$ cat config.mk
export PLATFORM = sky130hd
export DESIGN_NAME = slave_sda_sequencer_flat
export DESIGN_NICKNAME = d
export VERILOG_FILES = /design/src/rtl/i2c_slave_pkg.sv /design/src/rtl/slave_sda_sequencer_if.sv /design/src/rtl/slave_tx_shifter.sv /design/src/rtl/slave_sda_sequencer.sv /design/src/flat_wrapper.sv
export SDC_FILE = /design/constraint.sdc
export NUM_CORES = 1
export LEC_CHECK = 0
export BUFFER_PORTS_ARGS = -buffer_cell sky130_fd_sc_hd__buf_2
export CELL_PAD_IN_SITES_DETAIL_PLACEMENT = 0
export CELL_PAD_IN_SITES_GLOBAL_PLACEMENT = 1
export CORE_MARGIN = 4
export CORE_UTILIZATION = 40
export CTS_CLUSTER_SIZE = 10
export DETAILED_ROUTE_END_ITERATION = 12
export PLACE_DENSITY_LB_ADDON = 0.1
export SYNTH_ARGS = -nofsm -noshare
export SYNTH_HDL_FRONTEND = slang
export SYNTH_SLANG_ARGS = --single-unit
$ cat constraint.sdc
create_clock -name clk -period 2.4 [get_ports clk]
set_input_delay 0.48 -clock clk [delete_from_list [all_inputs] [get_ports clk]]
set_output_delay 0.48 -clock clk [all_outputs]
set_load 0.05 [all_outputs]
$ cat src/rtl/i2c_slave_pkg.sv
// Shared types and constants for the I2C slave SDA datapath.
// Combinational only: no latency.
// No flow control: these are only types and constants.
package i2c_slave_pkg;

  // Data-phase sequencer states.
  typedef enum logic [2:0] {
    IDLE,
    TX_BIT,
    TX_ACK,
    RX_BIT,
    RX_ACK
  } seq_state_t;

  // Open-drain pad: a 1 on the output lets the pull-up own the line.
  localparam logic SDA_RELEASE       = 1'b1;
  localparam logic ACK_LEVEL_DEFAULT = 1'b0;

endpackage

$ cat src/rtl/slave_sda_sequencer_if.sv
// Bundles the SCL strobes, transmit byte handshake and SDA drive of the slave data phase.
// Wires only: no latency.
// tx_valid/tx_ready: a byte is taken only at frame load; tx_ready pulses for one cycle when it is.
interface slave_sda_sequencer_if #(
  parameter int DATA_WIDTH = 8
);
  localparam int CNT_W = $clog2(DATA_WIDTH);

  logic                  start;
  logic                  rw;
  logic                  stop;
  logic                  scl_fall;
  logic                  scl_rise;
  logic                  sda_in;
  logic [DATA_WIDTH-1:0] tx_data;
  logic                  tx_valid;
  logic                  tx_ready;
  logic                  ack_enable;
  logic                  slave_mux_sel;
  logic                  slave_mux_out;
  logic [CNT_W-1:0]      bit_cnt;
  logic                  byte_done;
  logic                  master_nack;
  logic                  underrun;

  // Slave protocol engine side: drives bus events and the transmit byte.
  modport master (
    output start, rw, stop, scl_fall, scl_rise, sda_in, tx_data, tx_valid, ack_enable,
    input  tx_ready, slave_mux_sel, slave_mux_out, bit_cnt, byte_done, master_nack, underrun
  );

  // Sequencer side: consumes events, drives SDA select/level and status.
  modport slave (
    input  start, rw, stop, scl_fall, scl_rise, sda_in, tx_data, tx_valid, ack_enable,
    output tx_ready, slave_mux_sel, slave_mux_out, bit_cnt, byte_done, master_nack, underrun
  );
endinterface

$ cat src/rtl/slave_tx_shifter.sv
// Parallel-load / shift-left register holding the transmit bits still to be driven.
// Load or shift takes effect on the next clk; msb is the bit that the next shift exposes.
// No backpressure: load and shift are obeyed every cycle, load wins.
module slave_tx_shifter #(
  parameter int DATA_WIDTH = 8
) (
  input  logic                  clk,
  input  logic                  rst,
  input  logic                  load,
  input  logic [DATA_WIDTH-1:0] load_data,
  input  logic                  shift,
  output logic                  msb
);

  logic [DATA_WIDTH-1:0] sr;

  // Shift in ones so that running past the end of a frame reads as released SDA.
  always_ff @(posedge clk or posedge rst) begin
    if (rst) begin
      sr <= '1;
    end else if (load) begin
      sr <= load_data;
    end else if (shift) begin
      sr <= {sr[DATA_WIDTH-2:0], 1'b1};
    end
  end

  assign msb = sr[DATA_WIDTH-1];

endmodule

$ cat src/rtl/slave_sda_sequencer.sv
// Drives SDA select/level for the slave data phase: serialises TX bytes, samples master ACK, drives slave ACK.
// SDA changes one clk after the scl_fall strobe; all outputs are registered.
// tx_ready pulses when a byte is loaded; with tx_valid low the frame goes out as all-ones and underrun sticks.
module slave_sda_sequencer
  import i2c_slave_pkg::*;
#(
  parameter int   DATA_WIDTH = 8,
  parameter logic ACK_LEVEL  = ACK_LEVEL_DEFAULT
) (
  input  logic                 clk,
  input  logic                 rst,
  slave_sda_sequencer_if.slave bus
);

  localparam int              CNT_W    = $clog2(DATA_WIDTH);
  localparam logic [CNT_W-1:0] LAST_BIT = CNT_W'(DATA_WIDTH - 1);

  seq_state_t            state_q, state_nxt;
  logic [CNT_W-1:0]      cnt_q, cnt_nxt;
  logic                  sel_q, sel_nxt;
  logic                  out_q, out_nxt;
  logic                  tx_ready_q, tx_ready_nxt;
  logic                  byte_done_q, byte_done_nxt;
  logic                  nack_q, nack_nxt;
  logic                  underrun_q, underrun_nxt;

  logic                  do_load;
  logic                  sh_load;
  logic                  sh_shift;
  logic                  sh_msb;
  logic [DATA_WIDTH-1:0] load_val;

  // The first bit of a frame goes straight into the SDA register at load time,
  // so the shifter only holds the bits that follow it.
  slave_tx_shifter #(
    .DATA_WIDTH (DATA_WIDTH)
  ) u_tx_shifter (
    .clk       (clk),
    .rst       (rst),
    .load      (sh_load),
    .load_data ({load_val[DATA_WIDTH-2:0], 1'b1}),
    .shift     (sh_shift),
    .msb       (sh_msb)
  );

  // Next state, next SDA drive and status pulses; stop beats start beats SCL strobes.
  always_comb begin
    state_nxt     = state_q;
    cnt_nxt       = cnt_q;
    sel_nxt       = sel_q;
    out_nxt       = out_q;
    tx_ready_nxt  = 1'b0;
    byte_done_nxt = 1'b0;
    nack_nxt      = nack_q;
    underrun_nxt  = underrun_q;
    do_load       = 1'b0;
    sh_load       = 1'b0;
    sh_shift      = 1'b0;
    load_val      = bus.tx_valid ? bus.tx_data : '1;

    if (bus.stop) begin
      state_nxt = IDLE;
      sel_nxt   = 1'b0;
      out_nxt   = SDA_RELEASE;
      cnt_nxt   = '0;
    end else if (bus.start) begin
      // Also covers a repeated start: whatever frame was running is dropped.
      nack_nxt     = 1'b0;
      underrun_nxt = 1'b0;
      cnt_nxt      = '0;
      if (bus.rw) begin
        do_load = 1'b1;
      end else begin
        state_nxt = RX_BIT;
        sel_nxt   = 1'b0;
        out_nxt   = SDA_RELEASE;
      end
    end else begin
      unique case (state_q)
        IDLE: begin
          sel_nxt = 1'b0;
          out_nxt = SDA_RELEASE;
        end
        TX_BIT: begin
          if (bus.scl_fall) begin
            if (cnt_q == LAST_BIT) begin
              state_nxt = TX_ACK;
              sel_nxt   = 1'b0;
              out_nxt   = SDA_RELEASE;
              cnt_nxt   = '0;
            end else begin
              sh_shift = 1'b1;
              out_nxt  = sh_msb;
              cnt_nxt  = cnt_q + CNT_W'(1);
            end
          end
        end
        TX_ACK: begin
          // A coincident rise is ignored: the fall closes the slot.
          if (bus.scl_fall) begin
            if (nack_q) begin
              state_nxt = IDLE;
              sel_nxt   = 1'b0;
              out_nxt   = SDA_RELEASE;
            end else begin
              do_load = 1'b1;
            end
          end else if (bus.scl_rise) begin
            nack_nxt = (bus.sda_in != ACK_LEVEL);
          end
        end
        RX_BIT: begin
          sel_nxt = 1'b0;
          if (bus.scl_fall) begin
            if (cnt_q == LAST_BIT) begin
              state_nxt     = RX_ACK;
              byte_done_nxt = 1'b1;
              out_nxt       = bus.ack_enable ? ACK_LEVEL : ~ACK_LEVEL;
              cnt_nxt       = '0;
            end else begin
              out_nxt = SDA_RELEASE;
              cnt_nxt = cnt_q + CNT_W'(1);
            end
          end
        end
        RX_ACK: begin
          if (bus.scl_fall) begin
            state_nxt = RX_BIT;
            out_nxt   = SDA_RELEASE;
          end
        end
        default: begin
          state_nxt = IDLE;
          sel_nxt   = 1'b0;
          out_nxt   = SDA_RELEASE;
          cnt_nxt   = '0;
        end
      endcase
    end

    // Frame load shared by start-to-transmit and the ACKed end of a transmit frame.
    if (do_load) begin
      state_nxt = TX_BIT;
      sh_load   = 1'b1;
      sel_nxt   = 1'b1;
      out_nxt   = load_val[DATA_WIDTH-1];
      if (bus.tx_valid) begin
        tx_ready_nxt = 1'b1;
      end else begin
        underrun_nxt = 1'b1;
      end
    end
  end

  // State and output registers; reset leaves SDA released.
  always_ff @(posedge clk or posedge rst) begin
    if (rst) begin
      state_q     <= IDLE;
      cnt_q       <= '0;
      sel_q       <= 1'b0;
      out_q       <= SDA_RELEASE;
      tx_ready_q  <= 1'b0;
      byte_done_q <= 1'b0;
      nack_q      <= 1'b0;
      underrun_q  <= 1'b0;
    end else begin
      state_q     <= state_nxt;
      cnt_q       <= cnt_nxt;
      sel_q       <= sel_nxt;
      out_q       <= out_nxt;
      tx_ready_q  <= tx_ready_nxt;
      byte_done_q <= byte_done_nxt;
      nack_q      <= nack_nxt;
      underrun_q  <= underrun_nxt;
    end
  end

  assign bus.slave_mux_sel = sel_q;
  assign bus.slave_mux_out = out_q;
  assign bus.bit_cnt       = cnt_q;
  assign bus.tx_ready      = tx_ready_q;
  assign bus.byte_done     = byte_done_q;
  assign bus.master_nack   = nack_q;
  assign bus.underrun      = underrun_q;

endmodule

$ cat src/flat_wrapper.sv
// flat-port wrapper written by rule: the top's interface ports become plain ports
module slave_sda_sequencer_flat import i2c_slave_pkg::*;
#(
  parameter int   DATA_WIDTH = 8,
  parameter logic ACK_LEVEL  = ACK_LEVEL_DEFAULT
)
  (clk, rst, bus_start, bus_rw, bus_stop, bus_scl_fall, bus_scl_rise, bus_sda_in, bus_tx_data, bus_tx_valid, bus_ack_enable, bus_tx_ready, bus_slave_mux_sel, bus_slave_mux_out, bus_bit_cnt, bus_byte_done, bus_master_nack, bus_underrun);
  slave_sda_sequencer_if #(.DATA_WIDTH(DATA_WIDTH)) bus_i ();
  input  logic clk;
  input  logic rst;
  input wire logic [$bits(bus_i.start)-1:0] bus_start;
  input wire logic [$bits(bus_i.rw)-1:0] bus_rw;
  input wire logic [$bits(bus_i.stop)-1:0] bus_stop;
  input wire logic [$bits(bus_i.scl_fall)-1:0] bus_scl_fall;
  input wire logic [$bits(bus_i.scl_rise)-1:0] bus_scl_rise;
  input wire logic [$bits(bus_i.sda_in)-1:0] bus_sda_in;
  input wire logic [$bits(bus_i.tx_data)-1:0] bus_tx_data;
  input wire logic [$bits(bus_i.tx_valid)-1:0] bus_tx_valid;
  input wire logic [$bits(bus_i.ack_enable)-1:0] bus_ack_enable;
  output wire logic [$bits(bus_i.tx_ready)-1:0] bus_tx_ready;
  output wire logic [$bits(bus_i.slave_mux_sel)-1:0] bus_slave_mux_sel;
  output wire logic [$bits(bus_i.slave_mux_out)-1:0] bus_slave_mux_out;
  output wire logic [$bits(bus_i.bit_cnt)-1:0] bus_bit_cnt;
  output wire logic [$bits(bus_i.byte_done)-1:0] bus_byte_done;
  output wire logic [$bits(bus_i.master_nack)-1:0] bus_master_nack;
  output wire logic [$bits(bus_i.underrun)-1:0] bus_underrun;
  assign bus_i.start = bus_start;
  assign bus_i.rw = bus_rw;
  assign bus_i.stop = bus_stop;
  assign bus_i.scl_fall = bus_scl_fall;
  assign bus_i.scl_rise = bus_scl_rise;
  assign bus_i.sda_in = bus_sda_in;
  assign bus_i.tx_data = bus_tx_data;
  assign bus_i.tx_valid = bus_tx_valid;
  assign bus_i.ack_enable = bus_ack_enable;
  assign bus_tx_ready = bus_i.tx_ready;
  assign bus_slave_mux_sel = bus_i.slave_mux_sel;
  assign bus_slave_mux_out = bus_i.slave_mux_out;
  assign bus_bit_cnt = bus_i.bit_cnt;
  assign bus_byte_done = bus_i.byte_done;
  assign bus_master_nack = bus_i.master_nack;
  assign bus_underrun = bus_i.underrun;
  slave_sda_sequencer #(.DATA_WIDTH(DATA_WIDTH), .ACK_LEVEL(ACK_LEVEL)) u_core (.clk(clk), .rst(rst), .bus(bus_i));
endmodule
### Word-level counts from Yosys, hierarchy flattened

Index checks and enable logic that the tools add are counted.

* word-level logic and storage cells: 109
* output and inout port bits: 9
* bits of input ports: 18
* register bits after elaboration: 20

* eq/ne operators: 18
* muxes and demuxes: 69
* bitwise logic cells: 1
* reductions and logical operators: 11
* add/sub/neg operators: 1

Operators by type and width (number)
* $mux W1: 47
* $mux W3: 15
* $mux W8: 3
* $ne A5 B4 Y1 const B: 4
* $ne A5 B3 Y1 const B: 3
* $pmux W3 S5: 1
* $reduce_and A6 Y1: 2
* $reduce_and A9 Y1: 1
* $ne A4 B3 Y1 const B: 2
* $eq A3 B2 Y1 const B: 2
* $eq A3 B3 Y1 const B: 2
* $pmux W3 S2: 1
* $reduce_bool A2 Y1: 3
* $ne A4 B1 Y1 const B: 1
* $ne A4 B2 Y1 const B: 1
* $pmux W1 S4: 1
* $reduce_and A4 Y1: 1
* $add A3 B1 Y3 const B: 1
* $eq A3 B1 Y1 const B: 1
* $logic_not A3 Y1: 1
* $ne A3 B1 Y1 const B: 1
* $pmux W1 S3: 1
* $reduce_or A3 Y1: 1
* $ne A2 B2 Y1 const B: 1
* 3 further kinds: 3

### Logic depth before layout (Yosys ltp)

Gate-level depths: netlist of the first run.

* depth in word-level cells: 8
* mapped depth: 7
* mapped depth without buffers: 6

### Modules after synthesis

A second synthesis of the first run with hierarchy kept.

* cell total of the unflattened synthesis: 126
* area total of the unflattened synthesis: 1204.9 um2

By module, submodules not included
* slave_sda_sequencer: seq. area each 301.5 um2, cells each 91, area each 824.5 um2, instances 1
* slave_tx_shifter: seq. area each 210.2 um2, cells each 35, area each 380.4 um2, instances 1

### Worst setup path after synthesis of the first run

No wires, ideal clock.

* kind: flip-flop to flip-flop
* start: register u_core.cnt_q[0] (netlist: u_core.bus.bit_cnt[0])
* end: register u_core.state_q[0]
* data arrival time: 2193 ps
* cell stages (with the launch flop): 8
* library setup time: 125 ps
* slack: 82 ps
* required time: 2275 ps
* period minus slack after synthesis: 2318 ps
* path buffers: 1
* cells stage by stage: dfrtp_1 > ha_1 > ha_1 > clkbuf_1 > nand3b_1 > a2111oi_0 > nor4_1 > mux2_2

* cells in the longest elaborated chain, start to end: 3
* elaborated cells between the ends (all ways): 4
* those cells by class: eq/ne (3); reduce/logical (1)

RTL lines
* start, declared: RTL line slave_sda_sequencer.sv:19 `logic [CNT_W-1:0] cnt_q, cnt_nxt;`
* start signal, assigned: RTL line slave_sda_sequencer.sv:168 `cnt_q <= cnt_nxt;`
* $eq A3 B3 Y1 (*): RTL line slave_sda_sequencer.sv:86, slave_sda_sequencer.sv:115
* $ne A5 B3 Y1 (no line)
* $reduce_and A9 Y1 (no line) (*)
* end signal, assigned: RTL line slave_sda_sequencer.sv:167 `state_q <= state_nxt;`
* end, declared: RTL line slave_sda_sequencer.sv:18 `seq_state_t state_q, state_nxt;`

Every way passes the cells marked *; elsewhere a longest branch is shown, timed or not.
A chain may end at the register's enable or synchronous reset.

### Worst setup path in the final report of the first run

Same ends and word-level chain as after synthesis.

==> qor.csv, run 1 <==
metric;value;unit
slew_headroom;0.496;
cp_slowest_cell;a2111oi_0;
gr-total-overflow;0;
rr_endpoint;u_core.state_q[0];
cp_max_fo;4;
drt_iter0_markers;78;
final.setup.worst_slack;363;ps
final_cells;181;
report.power.total;908;uW
critical_path_arrival;2230;ps
dp_hpwl;2.02;mm
cp_common_cell;ha_1;
dp_cells;177;
tns;0;ps
die_x;62.5;um
rr_worst_depth;6;
outcome;finished, final reports clean;
clk_pin_slew;120;ps
pre_cts_slack;183;ps
io_pins;27;
reg2reg_slack;360;ps
clock-sinks;19;
r2r_start;u_core.bus.bit_cnt[0];
numCtsBuffers;3;
vias_per_cell;5.43;
die_y;62.5;um
skew;9.99;ps
finalCritPeriodShare;0.849;
ys_async_sr_fraction;1.00;
cts_tree;built;
hp-class;input pin to asynchronous set/reset pin;
io_buffers;26;
hold_viol;0;
crit_path_max_incr_delay;430;ps
wl_per_cell;14.7;um
critPathKind;flip-flop to flip-flop;
cap_viol_max_count;0;
dpl_cell_area;0.00138;mm^2
crit_required;2590;ps
max_freq;0.491;GHz
routed-via-count;982;
drc;0;
hold_buffers;0;
grt_pass1_vias;1011;
hold_ws;286;ps
fin_util;0.502;
gp_congestion;0.786;
grt_max_degree;20;
start_util;0.424;
fin_crit;2040;ps
peakVddDrop;337;uV
ant_nets;0;
die_area;0.00391;mm^2
end_kind;flip-flop;
final_area;0.00141;mm^2
grt_antenna_before_repair;0;
crit_chain;ha_1 -> ha_1 -> nand3b_1 -> a2111oi_0 -> nor4_1 -> mux2_2;
yosysUniqueCellTypes;40;
grt.total_usage;0.149;
ys_seq_area_frac;0.408;
synth_edf_count;0;
syn_to_final_growth;18.5;%
cts-htree-levels;1;
antennaDiodeCount;0;
fin_nets;171;
syn_avg_cell_area;9.82;um^2
synth_nets;141;
drive_above_1_share;0.407;
start_kind;flip-flop;
yosysWarnings;0;
yosys_most_used_dff;dfrtp_1;
totalWireLength;2.65;mm
drt_first_pass_iters;4;
worstMarginPinSlew;755;ps
clk_latency;300;ps
clk_path_buf_depth;2;
total_leakage_power;0.673;nW
power_density;644;mW/mm^2
cts_resized;0;
cts-root-buf;clkbuf_4;
drv_slew;0;
floorplan.rows;19;
netlist_area;0.00119;mm^2
yosys_register_bits;19;
core;0.00281;mm^2
rsz0062_at_grt;no;
synthesis.instances;121;
cts_setup_buffers;0;
grt_pass1_wl;4.78;mm
setup_viol;0;
==> worst max path at each step <==
| stage | start | end | slack (ps) |
|---|---|---|---|
| after global routing | u_core.state_q[1] | u_core.state_q[0] | 260 |
| after global placement | bus_start | u_core.u_tx_shifter.sr[4] | 200 |
| after floorplan | u_core.bus.bit_cnt[0] | u_core.state_q[0] | 80 |
| final | u_core.bus.bit_cnt[0] | u_core.state_q[0] | 360 |
| after detailed placement | bus_start | u_core.u_tx_shifter.sr[6] | 180 |
| after CTS | u_core.bus.bit_cnt[0] | u_core.state_q[0] | 340 |
==> logic make-up (layout without fill, tap and decap cells) <==
family,count (synthesis),count (layout),synth area share
muxes,16,16,0.146
DFF,19,19,0.408
and+or+nand+nor,43,43,0.214
AOI/OAI and AO/OA,21,21,0.141
adders and majority gates,2,2,0.0210
xor gates and xnor gates,1,1,0.00737
buffers and inverters,19,48,0.0621
==> state kept, by name, summed over array words and instances (netlist names) <==
name and count:
u_core.bus.byte_done 1, u_core.state_q 3, u_core.u_tx_shifter.sr 7, u_core.bus.slave_mux_sel 1, u_core.bus.slave_mux_out 1, u_core.bus.tx_ready 1
u_core.bus.underrun 1, u_core.bus.master_nack 1, u_core.bus.bit_cnt 3
==> layout make-up <==
type | count | area [um^2]
Multi-Input combinational cell | 83 | 629
Tap cell | 31 | 38.8
Sequential cell | 19 | 485
Clock inverter | 1 | 5.00
Inverter | 10 | 37.5
Clock buffer | 3 | 22.5
Fill cell | 280 | 1400
Timing Repair Buffer | 34 | 190
==> cell usage in the layout, fill, tap and decap left out <==
master / instances
buf_2: 26
mux2_2: 11
dfrtp_1: 11
inv_1: 10
nor2_1: 9
buf_4: 8
dfstp_2: 8
nand2b_1: 7
nor3_1: 6
a21oi_1: 5
mux2i_1: 5
o21ai_0: 4
nand3_1: 4
clkbuf_4: 3
nor3b_1: 2
nor4b_1: 2
nand3b_1: 2
or3_1: 2
nor4_1: 2
a21o_1: 2
ha_1: 2
nand2_1: 1
and4b_1: 1
or2_2: 1
a2111oi_0: 1
or4b_1: 1
or3b_2: 1
and3b_1: 1
o31ai_1: 1
o32a_4: 1
a32oi_1: 1
o21ai_4: 1
and3_1: 1
o21bai_1: 1
a32o_1: 1
a2bb2oi_1: 1
a22o_1: 1
a311oi_1: 1
xor2_1: 1
clkinv_2: 1
==> cell usage after synthesis, types with 4 or more instances <==
master | number | area, um^2
nor2_1 | 9 | 33.8
inv_1 | 10 | 37.5
a21oi_1 | 5 | 25.0
nand3_1 | 4 | 20.0
nand2b_1 | 7 | 43.8
clkbuf_1 | 6 | 22.5
dfstp_2 | 8 | 210
dfrtp_1 | 11 | 275
o21ai_0 | 4 | 20.0
nor3_1 | 6 | 30.0
mux2_2 | 11 | 124
mux2i_1 | 5 | 50.1
==> where the power goes <==
group,switching [mW],internal [mW],leakage [nW]
clock,0.103,0.0621,0.0177
combinational,0.146,0.139,0.421
sequential,0.0357,0.422,0.234
==> metal layers <==
layer / routed length (um) / track usage
met1: 1170 / 0.181
met5: 0 / 0
met3: 140 / 0.0234
met2: 1320 / 0.262
met4: 24 / 0.0579
==> worst max-delay path, delay by kind of cell, from the launching register on <==
kind	cells	cell delay [ps]
simple gates	2	320
fa+ha+maj	2	450
flops	1	420
compound gates	1	430
mux	1	290
No activity file was read; power rests on OpenSTA's default activity.
==> run 2: changes to the inputs <==
--- a/config.mk
+++ b/config.mk
@@ -9,7 +9,7 @@
 export CELL_PAD_IN_SITES_DETAIL_PLACEMENT = 0
 export CELL_PAD_IN_SITES_GLOBAL_PLACEMENT = 1
 export CORE_MARGIN = 4
-export CORE_UTILIZATION = 40
+export CORE_UTILIZATION = 36
 export CTS_CLUSTER_SIZE = 10
 export DETAILED_ROUTE_END_ITERATION = 12
 export PLACE_DENSITY_LB_ADDON = 0.1
==> constraint.sdc (replaced) <==
create_clock -name clk -period 1.6 [get_ports clk]
set_input_delay 0.32 -clock clk [delete_from_list [all_inputs] [get_ports clk]]
set_output_delay 0.32 -clock clk [all_outputs]
set_load 0.05 [all_outputs]
==> run 2 against run 1 <==
- the run now ends with negative setup slack left
- total power up 72%
- setup slack worse by 680 ps
- cell count up 20%
- non-clock buffer count up 23
- clock power up 52%
- highest routed layer unchanged
- via count up 9.6%
- clock skew down 8.8 ps
- register-to-register slack worse by 680 ps
- sequential cell count unchanged
==> qor.csv, run 2 (synthesized netlist as in run 1, its figures left out) <==
metric;value;unit;change
outcome;complete, but fails checks;;was finished, final reports clean
violations;negative setup slack;;
drt_iter0_markers;72;;was 78
hp-class;input pin to asynchronous set/reset pin;;unchanged
grt_antenna_before_repair;0;;unchanged
drive_above_1_share;0.590;;was 0.407
crit_chain;or4b_4 -> o32a_4 -> o21ai_4 -> buf_6 -> mux2_4;;was ha_1 -> ha_1 -> nand3b_1 -> a2111oi_0 -> nor4_1 -> mux2_2
wl_per_cell;14.4;um;was 14.7 um
die_y;65.5;um;was 62.5 um
critical_path_arrival;2160;ps;was 2230 ps
pre_cts_slack;-608;ps;was 183 ps
ant_nets;0;;unchanged
die_area;0.00429;mm^2;was 0.00391 mm^2
grt_max_degree;20;;unchanged
dp_hpwl;2.26;mm;was 2.02 mm
finalCritPeriodShare;1.20;;was 0.849
clock-sinks;19;;unchanged
fin_crit;1920;ps;was 2040 ps
end_kind;flip-flop;;unchanged
routed-via-count;1076;;was 982
syn_to_final_growth;49.3;%;was 18.5%
antennaDiodeCount;0;;unchanged
r2r_start;u_core.state_q[2];;was u_core.bus.bit_cnt[0]
cp_slowest_cell;or4b_4;;was a2111oi_0
cap_viol_max_count;0;;unchanged
clk_path_buf_depth;2;;unchanged
hold_viol;0;;unchanged
drt_first_pass_iters;5;;was 4
grt_pass1_vias;1106;;was 1011
start_util;0.383;;was 0.424
tns;-2510;ps;was 0 ps
critPathKind;flip-flop to flip-flop;;unchanged
rr_worst_depth;5;;was 6
fin_util;0.572;;was 0.502
cts-root-buf;clkbuf_4;;unchanged
crit_required;1840;ps;was 2590 ps
rsz0062_at_grt;yes;;was no
numCtsBuffers;3;;unchanged
cts-htree-levels;1;;unchanged
reg2reg_slack;-320;ps;was 360 ps
vias_per_cell;4.96;;was 5.43
floorplan.rows;20;;was 19
final_cell_mix;26 x buf_2, 23 x buf_4, 10 x inv_1, 9 x nor2_1;;was 26 x buf_2, 11 x mux2_2, 11 x dfrtp_1, 10 x inv_1, 9 x nor2_1
worstMarginPinSlew;379;ps;was 755 ps
clk_latency;300;ps;about the same
die_x;65.5;um;was 62.5 um
cp_max_fo;3;;was 4
io_pins;27;;unchanged
total_leakage_power;0.826;nW;was 0.673 nW
gp_congestion;0.817;;was 0.786
layout.cells.most_common;buf_2;;unchanged
hold_buffers;0;;unchanged
grt.total_usage;0.156;;was 0.149
peakVddDrop;595;uV;was 337 uV
slew_headroom;0.745;;was 0.496
drc;0;;unchanged
max_freq;0.521;GHz;was 0.491 GHz
drv_slew;0;;unchanged
fin_nets;194;;was 171
start_kind;flip-flop;;unchanged
io_buffers;26;;unchanged
regMostFlops;u_core.u_tx_shifter.sr;;unchanged
rr_endpoint;u_core.u_tx_shifter.sr[2];;was u_core.state_q[0]
clk_pin_slew;110;ps;was 120 ps
power_density;877;mW/mm^2;was 644 mW/mm^2
cts_tree;built;;unchanged
largest_register_ffs;7;;unchanged
final.setup.worst_slack;-319;ps;was 363 ps
grt_pass1_wl;5.12;mm;was 4.78 mm
setup_viol;10;;was 0
gr-total-overflow;0;;unchanged
core;0.00310;mm^2;was 0.00281 mm^2
totalWireLength;3.12;mm;was 2.65 mm
skew;1.18;ps;was 9.99 ps
crit_path_max_incr_delay;500;ps;was 430 ps
==> run 2: cell count changes in the layout (fill, tap and decap cells not counted), moves of 3 or more <==
cell,previous run,this run
buf_4,8,23
buf_6,0,8
mux2_2,11,7
mux2_4,0,4
dfrtp_1,11,8
dfrtp_2,0,3
==> run 2: timing repair <==
action	CTS	global route
resized for setup	18	9
buffers inserted	6	1
setup endpoints to repair	14	14
pin swaps	8	5
==> run 2: worst max path at each step <==
stage                           start                   endpoint  slack [ps]  depth (start not counted)
detailed placement          bus_start  u_core.u_tx_shifter.sr[7]        -610                          6
global route        u_core.state_q[2]  u_core.u_tx_shifter.sr[2]        -360                          5
global placement            bus_start  u_core.u_tx_shifter.sr[7]        -530                          6
finish              u_core.state_q[2]  u_core.u_tx_shifter.sr[2]        -320                          5
floorplan                   bus_start  u_core.u_tx_shifter.sr[2]        -450                          5
CTS                 u_core.state_q[2]  u_core.u_tx_shifter.sr[4]        -320                          5
==> run 2: where the power goes <==
group | internal (mW) | switching [mW] | total (mW)
clock network | 0.0970 | 0.155 | 0.252
logic | 0.336 | 0.278 | 0.614
registers | 0.635 | 0.0561 | 0.691
total | 1.07 | 0.489 | 1.56
==> run 2: metrics by stage <==
| stage | hold WS, ps | power, mW | instances | instance area (um^2) |
|---|---|---|---|---|
| 6_report | 24.2 | 1.56 | 217 | 1770 |
| 4_1_cts | 23.1 | 1.56 | 217 | 1740 |
| 5_1_grt | 26.1 | 1.65 | 217 | 1770 |
| 3_3_place_gp | 354 | 1.21 | 207 | 1580 |
| 3_5_place_dp | 365 | 1.24 | 207 | 1580 |
| 2_1_floorplan | 265 | 1.05 | 121 | 1250 |
==> run 2: worst max-delay path: cells and delay by family (launching register included) <==
family	cells	cell delay, ps
compound gates	2	520
mux	1	290
simple gates	1	500
flops	1	410
buf+inv	1	140
==> run 2: layout make-up <==
| cell class | instances | area [um^2] |
|---|---|---|
| timing repair buffer | 57 | 393 |
| inverter | 10 | 37.5 |
| fill | 314 | 1330 |
| sequential | 19 | 489 |
| multi-input combinational | 83 | 773 |
| clock buffer | 4 | 26.3 |
| tap | 44 | 55.1 |
==> run 2: routing by layer <==
metal	up-vias	share of wire	wire, um	track usage
met1	514	0.44	1370	0.192
li1	539	-	-	-
met2	21	0.52	1630	0.277
met5	-	0	0	0
met3	2	0.030	95	0.0256
met4	0	0.0067	21	0.0466
==> run 3: changes to the inputs <==
--- a/config.mk
+++ b/config.mk
@@ -6,10 +6,8 @@
 export NUM_CORES = 1
 export LEC_CHECK = 0
 export BUFFER_PORTS_ARGS = -buffer_cell sky130_fd_sc_hd__buf_2
-export CELL_PAD_IN_SITES_DETAIL_PLACEMENT = 0
-export CELL_PAD_IN_SITES_GLOBAL_PLACEMENT = 1
 export CORE_MARGIN = 4
-export CORE_UTILIZATION = 36
+export CORE_UTILIZATION = 47
 export CTS_CLUSTER_SIZE = 10
 export DETAILED_ROUTE_END_ITERATION = 12
 export PLACE_DENSITY_LB_ADDON = 0.1
==> run 3 against run 2 <==
- the flow still finishes with violations (negative setup slack)
- total power increased by 2.8%
- setup slack improved by 20 ps
- die area decreased by 21%
- sequential power about the same
- critical endpoint is now u_core.u_tx_shifter.sr[4]
- largest cell class unchanged
- highest routed layer unchanged
==> qor.csv, run 3 (synthesized netlist as in run 1, its figures left out) <==
metric;value;unit;change
outcome;complete, but fails checks;;unchanged
violations;negative setup slack;;unchanged
totalWireLength;3.38;mm;was 3.12 mm
vias_per_cell;5.67;;was 4.96
grt.total_usage;0.205;;was 0.156
start_util;0.513;;was 0.383
crit_path_max_incr_delay;500;ps;about the same
cp.buffers_inverters;1;;unchanged
min_from;bus_tx_data[0];;
drt_first_pass_iters;4;;was 5
gp_congestion;0.829;;was 0.817
io_buffers;26;;unchanged
fin_crit;1900;ps;was 1920 ps
largest_register_ffs;7;;unchanged
crit_required;1840;ps;about the same
critical_path_arrival;2130;ps;was 2160 ps
final_cell_mix;26 x buf_2, 25 x buf_4, 10 x inv_1, 9 x nor2_1;;was 26 x buf_2, 23 x buf_4, 10 x inv_1, 9 x nor2_1
gr-total-overflow;0;;unchanged
crit_chain;or4b_4 -> o32a_4 -> o21ai_4 -> buf_12 -> mux2_4;;was or4b_4 -> o32a_4 -> o21ai_4 -> buf_6 -> mux2_4
clock-sinks;19;;unchanged
grt_pass1_vias;1132;;was 1106
routed-via-count;1146;;was 1076
clk_latency;300;ps;about the same
clk_path_buf_depth;2;;unchanged
wl_per_cell;16.7;um;was 14.4 um
grt_pass1_wl;5.28;mm;was 5.12 mm
hold_viol;0;;unchanged
rsz0062_at_grt;yes;;unchanged
cts_tree;built;;unchanged
fin_util;0.775;;was 0.572
r2r_start;u_core.state_q[2];;unchanged
final.setup.worst_slack;-299;ps;was -319 ps
fin_nets;195;;was 194
slew_headroom;0.751;;was 0.745
clk_pin_slew;110;ps;about the same
regMostFlops;u_core.u_tx_shifter.sr;;unchanged
core;0.00232;mm^2;was 0.00310 mm^2
antennaDiodeCount;0;;unchanged
drc;0;;unchanged
cts-root-buf;clkbuf_4;;unchanged
die_x;58.3;um;was 65.5 um
die_y;58.3;um;was 65.5 um
numCtsBuffers;3;;unchanged
io_pins;27;;unchanged
hp-class;input pin to flip-flop;;was input pin to asynchronous set/reset pin
drv_slew;0;;unchanged
peakVddDrop;893;uV;was 595 uV
ant_nets;0;;unchanged
drt_iter0_markers;54;;was 72
critPathLaunch;u_core.state_q[2];;unchanged
finalCritPeriodShare;1.19;;was 1.20
end_kind;flip-flop;;unchanged
total_leakage_power;0.837;nW;was 0.826 nW
crit_family;simple AND/OR/NAND/NOR gates;;was compound AO/OA/AOI/OAI gates
skew;6.82;ps;was 1.18 ps
setup_viol;10;;unchanged
grt_max_degree;15;;was 20
grt_antenna_before_repair;0;;unchanged
layout.cells.most_common;buf_2;;unchanged
cp_slowest_cell;or4b_4;;unchanged
drive_above_1_share;0.609;;was 0.590
max_freq;0.527;GHz;was 0.521 GHz
dp_hpwl;2.21;mm;was 2.26 mm
start_kind;flip-flop;;unchanged
cap_viol_max_count;0;;unchanged
cts-htree-levels;1;;unchanged
fillers;160;;was 314
floorplan.rows;17;;was 20
cp_max_fo;7;;was 3
die_area;0.00340;mm^2;was 0.00429 mm^2
power_density;890;mW/mm^2;was 877 mW/mm^2
worstMarginPinSlew;369;ps;was 379 ps
pre_cts_slack;-497;ps;was -608 ps
syn_to_final_growth;51.3;%;was 49.3%
critPathKind;flip-flop to flip-flop;;unchanged
[run 3: cell types whose count changed in the layout (fill, tap and decap cells not counted), sizes merged]
cell | before | now
dlygate4sd3 | 0 | 1
[run 3: per-stage QoR]
stage	cell area (um^2)	std cells	TNS, ps	hold slack (ps)	power [mW]
2_1_floorplan	1250	121	-3710	265	1.05
3_3_place_gp	1570	191	-3930	244	1.21
3_5_place_dp	1570	191	-4190	254	1.24
4_1_cts	1700	201	-2350	208	1.53
5_1_grt	1800	202	-3150	221	1.69
6_report	1800	202	-2440	214	1.60
[run 3: area by class of cell]
class,instances,area [um^2],share of cell area
Sequential cell,19,489,0.272
Clock buffer,4,26.3,0.0146
Timing Repair Buffer,58,404,0.225
Tap cell,28,35.0,0.0195
Multi-Input combinational cell,83,806,0.448
Inverter,10,37.5,0.0209
[run 3: tightest hold or removal path: cells and delay by family]
| family | cells | cell delay (ps) |
|---|---|---|
| buffers and inverters | 2 | 150 |
| AOI/OAI and AO/OA | 1 | 50 |
[run 3: metal layers]
metal	share of wire	routed length [um]	GRT usage
met1	0.41	1390	0.252
met2	0.52	1750	0.370
met3	0.041	140	0.0263
met4	0.027	91	0.0596
met5	0	0	0
[run 3: power breakdown]
group | total, mW | internal (mW) | switching [mW] | leakage [nW]
Sequential | 0.690 | 0.634 | 0.0561 | 0.229
Clock | 0.254 | 0.0971 | 0.157 | 0.0150
Combinational | 0.656 | 0.351 | 0.306 | 0.593
[run 3: timing repair]
| item | CTS | global route |
|---|---|---|
| hold buffers | 1 | 0 |
| resized for setup | 11 | 17 |
| buffers inserted | 5 | 1 |
| setup endpoints to repair | 15 | 16 |
| hold endpoints to repair | 4 | 0 |
| pin swaps | 8 | 6 |
| cloned | 0 | 0 |
[run 3: worst paths after layout]
check / endpoint / slack [ps] / depth (start not counted)
hold reg to reg: u_core.u_tx_shifter.sr[5] / 500 / 2
hold / removal: u_core.u_tx_shifter.sr[1] / 210 / 3
min in group asynchronous: u_core.bus.bit_cnt[1] / 470 / 3
max in group asynchronous: u_core.u_tx_shifter.sr[4] / 590 / 4
setup reg to reg: u_core.u_tx_shifter.sr[4] / -300 / 5
setup / recovery: u_core.u_tx_shifter.sr[4] / -300 / 5
